===== src/rtl/phase_pkg.sv =====
// Shared phase-domain helpers: FSM state type and modular phase difference.
package phase_pkg;

  typedef enum logic {PRIME = 1'b0, ACCUM = 1'b1} phase_st_t;

  // Returns (a - b) mod 2^w as a signed value, sign-extended to 32 bits.
  // Callers size-cast the result down to their own word width.
  function automatic logic signed [31:0] phase_wrap_diff(input logic [31:0] a,
                                                         input logic [31:0] b,
                                                         input int unsigned w);
    logic [31:0] raw;
    raw = a - b;
    return $signed(raw << (32 - w)) >>> (32 - w);
  endfunction

endpackage


===== src/rtl/phase_diff.sv =====
// Holds the previous valid phase sample and forms the wrapped delta against it.
module phase_diff
  import phase_pkg::*;
#(
  parameter int WIDTH = 16
) (
  input  logic                    clk,
  input  logic                    reset,
  input  logic [WIDTH-1:0]        sink,
  input  logic                    sink_valid,
  output logic signed [WIDTH-1:0] d,
  output logic                    d_valid
);

  logic [WIDTH-1:0] prev_q, prev_d;

  always_comb begin
    prev_d = prev_q;
    if (sink_valid) prev_d = sink;
  end

  always_ff @(posedge clk) begin
    if (reset) prev_q <= '0;
    else       prev_q <= prev_d;
  end

  // Delta is combinational so a block's final sample lands on the same edge.
  assign d       = WIDTH'(phase_wrap_diff(32'(sink), 32'(prev_q), WIDTH));
  assign d_valid = sink_valid;

endmodule


===== src/rtl/phase_freq_avg.sv =====
// Frequency discriminator: wrapped phase differences block-averaged over 2^LOG2_AVG.
module phase_freq_avg
  import phase_pkg::*;
#(
  parameter int WIDTH    = 16,
  parameter int LOG2_AVG = 4
) (
  input  logic             clk,
  input  logic             reset,
  input  logic [WIDTH-1:0] sink,
  input  logic             sink_valid,
  output logic [WIDTH-1:0] source,
  output logic             source_valid
);

  localparam int ACC_W = WIDTH + LOG2_AVG;
  localparam int CNT_W = (LOG2_AVG > 0) ? LOG2_AVG : 1;

  phase_st_t               st_q, st_d;
  logic signed [ACC_W-1:0] acc_q, acc_d;
  logic [CNT_W-1:0]        cnt_q, cnt_d;
  logic [WIDTH-1:0]        source_q, source_d;
  logic                    source_valid_q, source_valid_d;

  logic signed [WIDTH-1:0] d;
  logic                    d_valid;
  logic signed [ACC_W-1:0] sum;
  logic                    last;

  phase_diff #(.WIDTH(WIDTH)) u_diff (
    .clk        (clk),
    .reset      (reset),
    .sink       (sink),
    .sink_valid (sink_valid),
    .d          (d),
    .d_valid    (d_valid)
  );

  assign sum  = acc_q + ACC_W'(d);
  // With LOG2_AVG = 0 the counter is pinned at 0, so every delta closes a block.
  assign last = (cnt_q == CNT_W'((1 << LOG2_AVG) - 1));

  always_comb begin
    st_d           = st_q;
    acc_d          = acc_q;
    cnt_d          = cnt_q;
    source_d       = source_q;
    source_valid_d = 1'b0;
    case (st_q)
      PRIME: begin
        if (d_valid) st_d = ACCUM;
      end
      ACCUM: begin
        if (d_valid) begin
          if (last) begin
            source_d       = WIDTH'(sum >>> LOG2_AVG);
            source_valid_d = 1'b1;
            acc_d          = '0;
            cnt_d          = '0;
          end else begin
            acc_d = sum;
            cnt_d = cnt_q + 1'b1;
          end
        end
      end
      default: st_d = PRIME;
    endcase
  end

  always_ff @(posedge clk) begin
    if (reset) begin
      st_q           <= PRIME;
      acc_q          <= '0;
      cnt_q          <= '0;
      source_q       <= '0;
      source_valid_q <= 1'b0;
    end else begin
      st_q           <= st_d;
      acc_q          <= acc_d;
      cnt_q          <= cnt_d;
      source_q       <= source_d;
      source_valid_q <= source_valid_d;
    end
  end

  assign source       = source_q;
  assign source_valid = source_valid_q;

endmodule


===== config.mk =====
export PLATFORM = sky130hd
export DESIGN_NAME = phase_freq_avg
export DESIGN_NICKNAME = d
export VERILOG_FILES = /design/src/rtl/phase_pkg.sv /design/src/rtl/phase_diff.sv /design/src/rtl/phase_freq_avg.sv
export SDC_FILE = /design/constraint.sdc
export NUM_CORES = 1
export LEC_CHECK = 0
export ABC_AREA = 1
export BUFFER_PORTS_ARGS = -buffer_cell sky130_fd_sc_hd__buf_2
export CELL_PAD_IN_SITES_DETAIL_PLACEMENT = 1
export CELL_PAD_IN_SITES_GLOBAL_PLACEMENT = 1
export CORE_UTILIZATION = 47
export CTS_CLUSTER_DIAMETER = 40
export DETAILED_ROUTE_END_ITERATION = 10
export PLACE_DENSITY_LB_ADDON = 0.1
export SLEW_MARGIN = 25
export SYNTH_ARGS = -nofsm -noshare
export SYNTH_HDL_FRONTEND = slang
export SYNTH_SLANG_ARGS = --single-unit

===== constraint.sdc =====
create_clock -name clk -period 7.5 [get_ports clk]
set_input_delay 1.5 -clock clk [delete_from_list [all_inputs] [get_ports clk]]
set_output_delay 1.5 -clock clk [all_outputs]
set_load 0.01 [all_outputs]

Word level (Yosys, flattened, before mapping)
Index checks and enable logic that the tools add are counted.
{ "classes": {"add_sub_neg": 3, "eq_ne": 1, "mux": 5, "n_bitwise": 2, "n_reduce_logical": 3} }
{ "op_table": {"columns": ["cell", "n"], "rows": [
  ["20-bit by 16-bit adder with 20-bit output", 1],
  ["20-bit 2-to-1 mux", 1],
  ["16-bit subtractor", 1],
  ["4-bit by 1-bit adder with 4-bit output (second input constant)", 1],
  ["4-bit == test (second input constant)", 1],
  ["4-bit 2-to-1 mux", 1],
  ["1-bit 2-to-1 mux", 3],
  ["3-bit AND reduction", 1],
  ["3-bit OR reduction", 1],
  ["1-bit NOT", 2],
  ["2-bit AND reduction", 1]
]} }
{ "word_totals": {"register_bits": 58, "output_inout_bits": 17} }

Logic depth before layout (Yosys ltp)
{ "logic_depth": {"word_depth": 3, "depth_mapped": 22} }

Hierarchy
Synthesis repeated with hierarchy kept, for this count alone.
{ "hier_totals": {"cells_unflattened": 647, "hier_area_um2": 4187.8} }
{ "by_module_without_submodules": {"columns": ["mod", "instances", "cells_per_inst", "area_each_um2", "seq_area_each_um2"], "rows": [
  ["phase_freq_avg", 1, 396, 2683.8, 840.8],
  ["phase_diff", 1, 251, 1503.9, 320.3]
]} }

Least setup slack after synthesis
No wires, ideal clock.
{ "synth_timing": {"path_type": "in2reg", "startpoint": "input sink[0]", "endpoint": "register acc_q[17]", "setup_ns": 0.134, "arrival_ns": 4.167, "path_slack_ns": 3.200, "stages": 18, "path_cell_list": "inv_1 ha_1 fa_1 nand3b_1 nand2_1 a21oi_2 o21ai_1 a21boi_1 o21ai_1 xor2_1 ha_1 a21oi_1 a21boi_1 nor2_1 nor3_2 nand4_1 nand3_1 a21oi_1"} }
{ "synth_between": {"elab_chain_cells": 3} }
{ "synth_rtl": {"columns": ["element", "line_no", "source"], "rows": [
  ["start, declared", "phase_freq_avg.sv:10", "input logic [WIDTH-1:0] sink,"],
  ["16-bit subtractor", "phase_pkg.sv:12", "raw = a - b;"],
  ["20-bit by 16-bit adder with 20-bit output", "phase_freq_avg.sv:39", "assign sum = acc_q + ACC_W'(d);"],
  ["20-bit 2-to-1 mux", "phase_freq_avg.sv:55", "if (last) begin"],
  ["end signal, assigned", "phase_freq_avg.sv:73", "acc_q <= '0;"],
  ["end signal, assigned", "phase_freq_avg.sv:79", "acc_q <= acc_d;"],
  ["end, declared", "phase_freq_avg.sv:20", "logic signed [ACC_W-1:0] acc_q, acc_d;"]
]} }
No other way between the ends.
A chain may end at the register's enable or synchronous reset.

Final worst setup path
Same ends and word-level chain as after synthesis.

==> flow_summary.ini <==
[sta]
tns_ps = 0
slew_headroom_pct = 52.5
fin_crit_ps = 4420
max_freq_mhz = 226
finalWorstSetupSlack_ps = 3080
final_max_slew_viol_count = 0
post-route-period-util_pct = 59.0
timing.hold.ws_ps = 454
setup_viol = 0
fin_worst_skew_ps = 9.74
rsz0062_at_grt = false
worst_slew_pin_slew_ps = 712
finalHoldViolCount = 0

[floorplanning]
core_sq_um = 7850
design.die.area_sq_um = 8570
ios = 36
initial_utilization_pct = 49.2
die_h_microns = 92.6
rows = 32
die_x_microns = 92.6

[synth]
syn-num-nets = 596
postSynthCellCount = 539
synth_edf_count = 0
synth_seq_area_share_pct = 30.1
yosys-top-cells-area = dfxtp_1, nand2_1, ha_1
yosysTopAreaCellShare_pct = 30.1
synth.most_common_cell = nand2_1
ys_ff_latch = 58
netlist_area_sq_um = 3860
synthTopCellsByCount = nand2_1, inv_1, a21oi_1
yosysTopAreaCell = dfxtp_1
synth_cell_types = 39
avgSynthCellArea_sq_um = 7.16
synthFlopType = dfxtp_1
async_flop_share_pct = 0
ys.warnings.count = 0

[worst_hold_path]
min_path_type = reg -> reg
hold_depth = 2

[power_and_ir_drop]
p_leak_uw = 0.00209
power.density_nw_per_um2 = 243
finalPower_uw = 1060
ir_drop_v = 0.000111

[routing]
firstDrtPassIters = 4
antenna_left = 0
routedWlPerCell_microns = 15.2
wl_mm = 10.3
drt_iter0_drc = 107
routed_via_density = 5.31
drcViolationCount = 0
via_count = 3610

[global_route]
grt_start_max_net_pins = 28
antenna_found_initial = 0
grt_pass1_vias = 3769
grt_pass1_wl_mm = 17.6
grt.total_usage_pct = 26.2
overflow = 0

[worst_setup_path]
r2r_cells = 17
crit_chain = buf_2 > inv_1 > ha_1 > fa_1 > nand3b_1 > nand2_1 > a21oi_2 > o21ai_1 > a21boi_1 > o21ai_1 > xor2_1 > ha_1 > a21oi_1 > a21boi_1 > nor2_1 > nor3_2 > nand4_1 > nand3_1 > a21oi_1
arrival_ps = 4630
critPathRequiredTime_ps = 7710
worstPathMaxFanout = 3
cpPeakStageDelay_ps = 390
cp-startpoint = sink[0]
crit_path_top_delay_cell = fa_1
reg2reg_slack_ps = 4030
endpoint_kind = flip-flop
path_class = in -> reg
rr_startpoint = u_diff.prev_q[0]$_SDFFE_PP0P_
crit_end = acc_q[17]$_SDFFE_PP0P_
r2r-end = acc_q[17]$_SDFFE_PP0P_
critical_path.startpoint_type = input pin

[final_layout]
drive_above_1_share_pct = 14.9
diodes = 0
fin_nets = 630
area_growth_pct = 12.9

[clock_tree]
path_clk_slew_ps = 70
cts-hold-fix-buffers = 0
cts_made_buffers = 9
root_buffer = clkbuf_8
cts-htree-levels = 3
cts.sinks = 58
cts_resized = 0
post_cts_buffers = 0
cts_tree = built
clk_latency_ps = 350
ctsLongestPathBuffers = 2

[placed_design]
io_buffer_count = 35
pre_cts_slack_ps = 2740
gp_congestion = 0.834
place_hpwl_mm = 7.98

[outcome]
outcome = finished, final reports clean

[job]
max_cap_viol_count = 0
logic make-up after synthesis:
group,Yosys count,share of synthesized area [%]
xor+xnor,23,5.22
fa+ha+maj,38,12.7
simple gates,226,26.4
compound gates,119,18.0
flops,58,30.1
buf+inv,75,7.56
worst min-delay path by stage:
stage | end | slack [ps] | from
detailed placement | source[8]$_SDFFE_PP0P_ | 450 | source[8]$_SDFFE_PP0P_
global route | source[10]$_SDFFE_PP0P_ | 480 | source[10]$_SDFFE_PP0P_
floorplan | u_diff.prev_q[10]$_SDFFE_PP0P_ | 440 | u_diff.prev_q[10]$_SDFFE_PP0P_
CTS | source[10]$_SDFFE_PP0P_ | 460 | source[10]$_SDFFE_PP0P_
finish | source[12]$_SDFFE_PP0P_ | 450 | source[12]$_SDFFE_PP0P_
global placement | source[11]$_SDFFE_PP0P_ | 430 | source[11]$_SDFFE_PP0P_
metal layers:
layer,GRT usage [%],vias up,wire [microns]
li1,-,1854,-
met1,32.1,1700,4910
met2,46.9,43,5030
met3,4.43,13,242
met4,7.03,0,151
met5,0,-,0
cell usage in the layout, fill, tap and decap left out, types with 4 or more instances in the layout:
| cell | synthesis | final |
|---|---|---|
| nand3_2 | 5 | 5 |
| nor2_2 | 4 | 4 |
| inv_1 | 63 | 63 |
| ha_1 | 36 | 36 |
| a21oi_1 | 59 | 59 |
| xor2_1 | 14 | 14 |
| clkbuf_8 | 0 | 11 |
| nor2_1 | 28 | 28 |
| nand4_1 | 5 | 5 |
| nand2_2 | 7 | 7 |
| a21oi_2 | 5 | 5 |
| buf_2 | 2 | 35 |
| o21ai_0 | 30 | 30 |
| a22o_1 | 5 | 5 |
| nand2_1 | 128 | 128 |
| or2_2 | 4 | 4 |
| nand3b_1 | 4 | 4 |
| dfxtp_1 | 58 | 58 |
| xnor2_1 | 9 | 9 |
| nand3_1 | 29 | 29 |
| nor3_1 | 4 | 4 |
sequential cells by signal, indices dropped and copies added (netlist names):
| register | count |
|---|---|
| acc_q | 20 |
| source | 16 |
| u_diff.prev_q | 16 |
| cnt_q | 4 |
| source_valid | 1 |
| st_q | 1 |
power breakdown:
group          internal [uW]  switching [uW]  total (uW)
Clock                    238             134         372
Sequential               325            9.30         334
Combinational            122             232         353
Total                    684             375        1060
worst max-delay path: cells and delay by family:
family	cells	cell delay, ps
adder cells (fa/ha/maj)	3	880
AO/OA/AOI/OAI	7	1130
AND/OR/NAND/NOR	6	780
XOR/XNOR	1	210
buffers and inverters	2	110
per-stage QoR:
step | instance area, sq um | instances | utilization (%)
global placement | 4110 | 664 | 52.3
CTS | 4360 | 680 | 55.5
global route | 4360 | 680 | 55.5
detailed placement | 4110 | 664 | 52.3
finish | 4360 | 680 | 55.5
floorplan | 3860 | 539 | -
final cells by class:
| class | instances | area, sq um |
|---|---|---|
| Fill cell | 1039 | 3490 |
| Multi-Input combinational cell | 406 | 2400 |
| Sequential cell | 58 | 1160 |
| Inverter | 63 | 236 |
| Timing Repair Buffer | 35 | 175 |
| Clock buffer | 11 | 151 |
| Tap cell | 102 | 128 |
| Clock inverter | 5 | 100 |
Note: power is estimated with default switching activity, not from simulation.
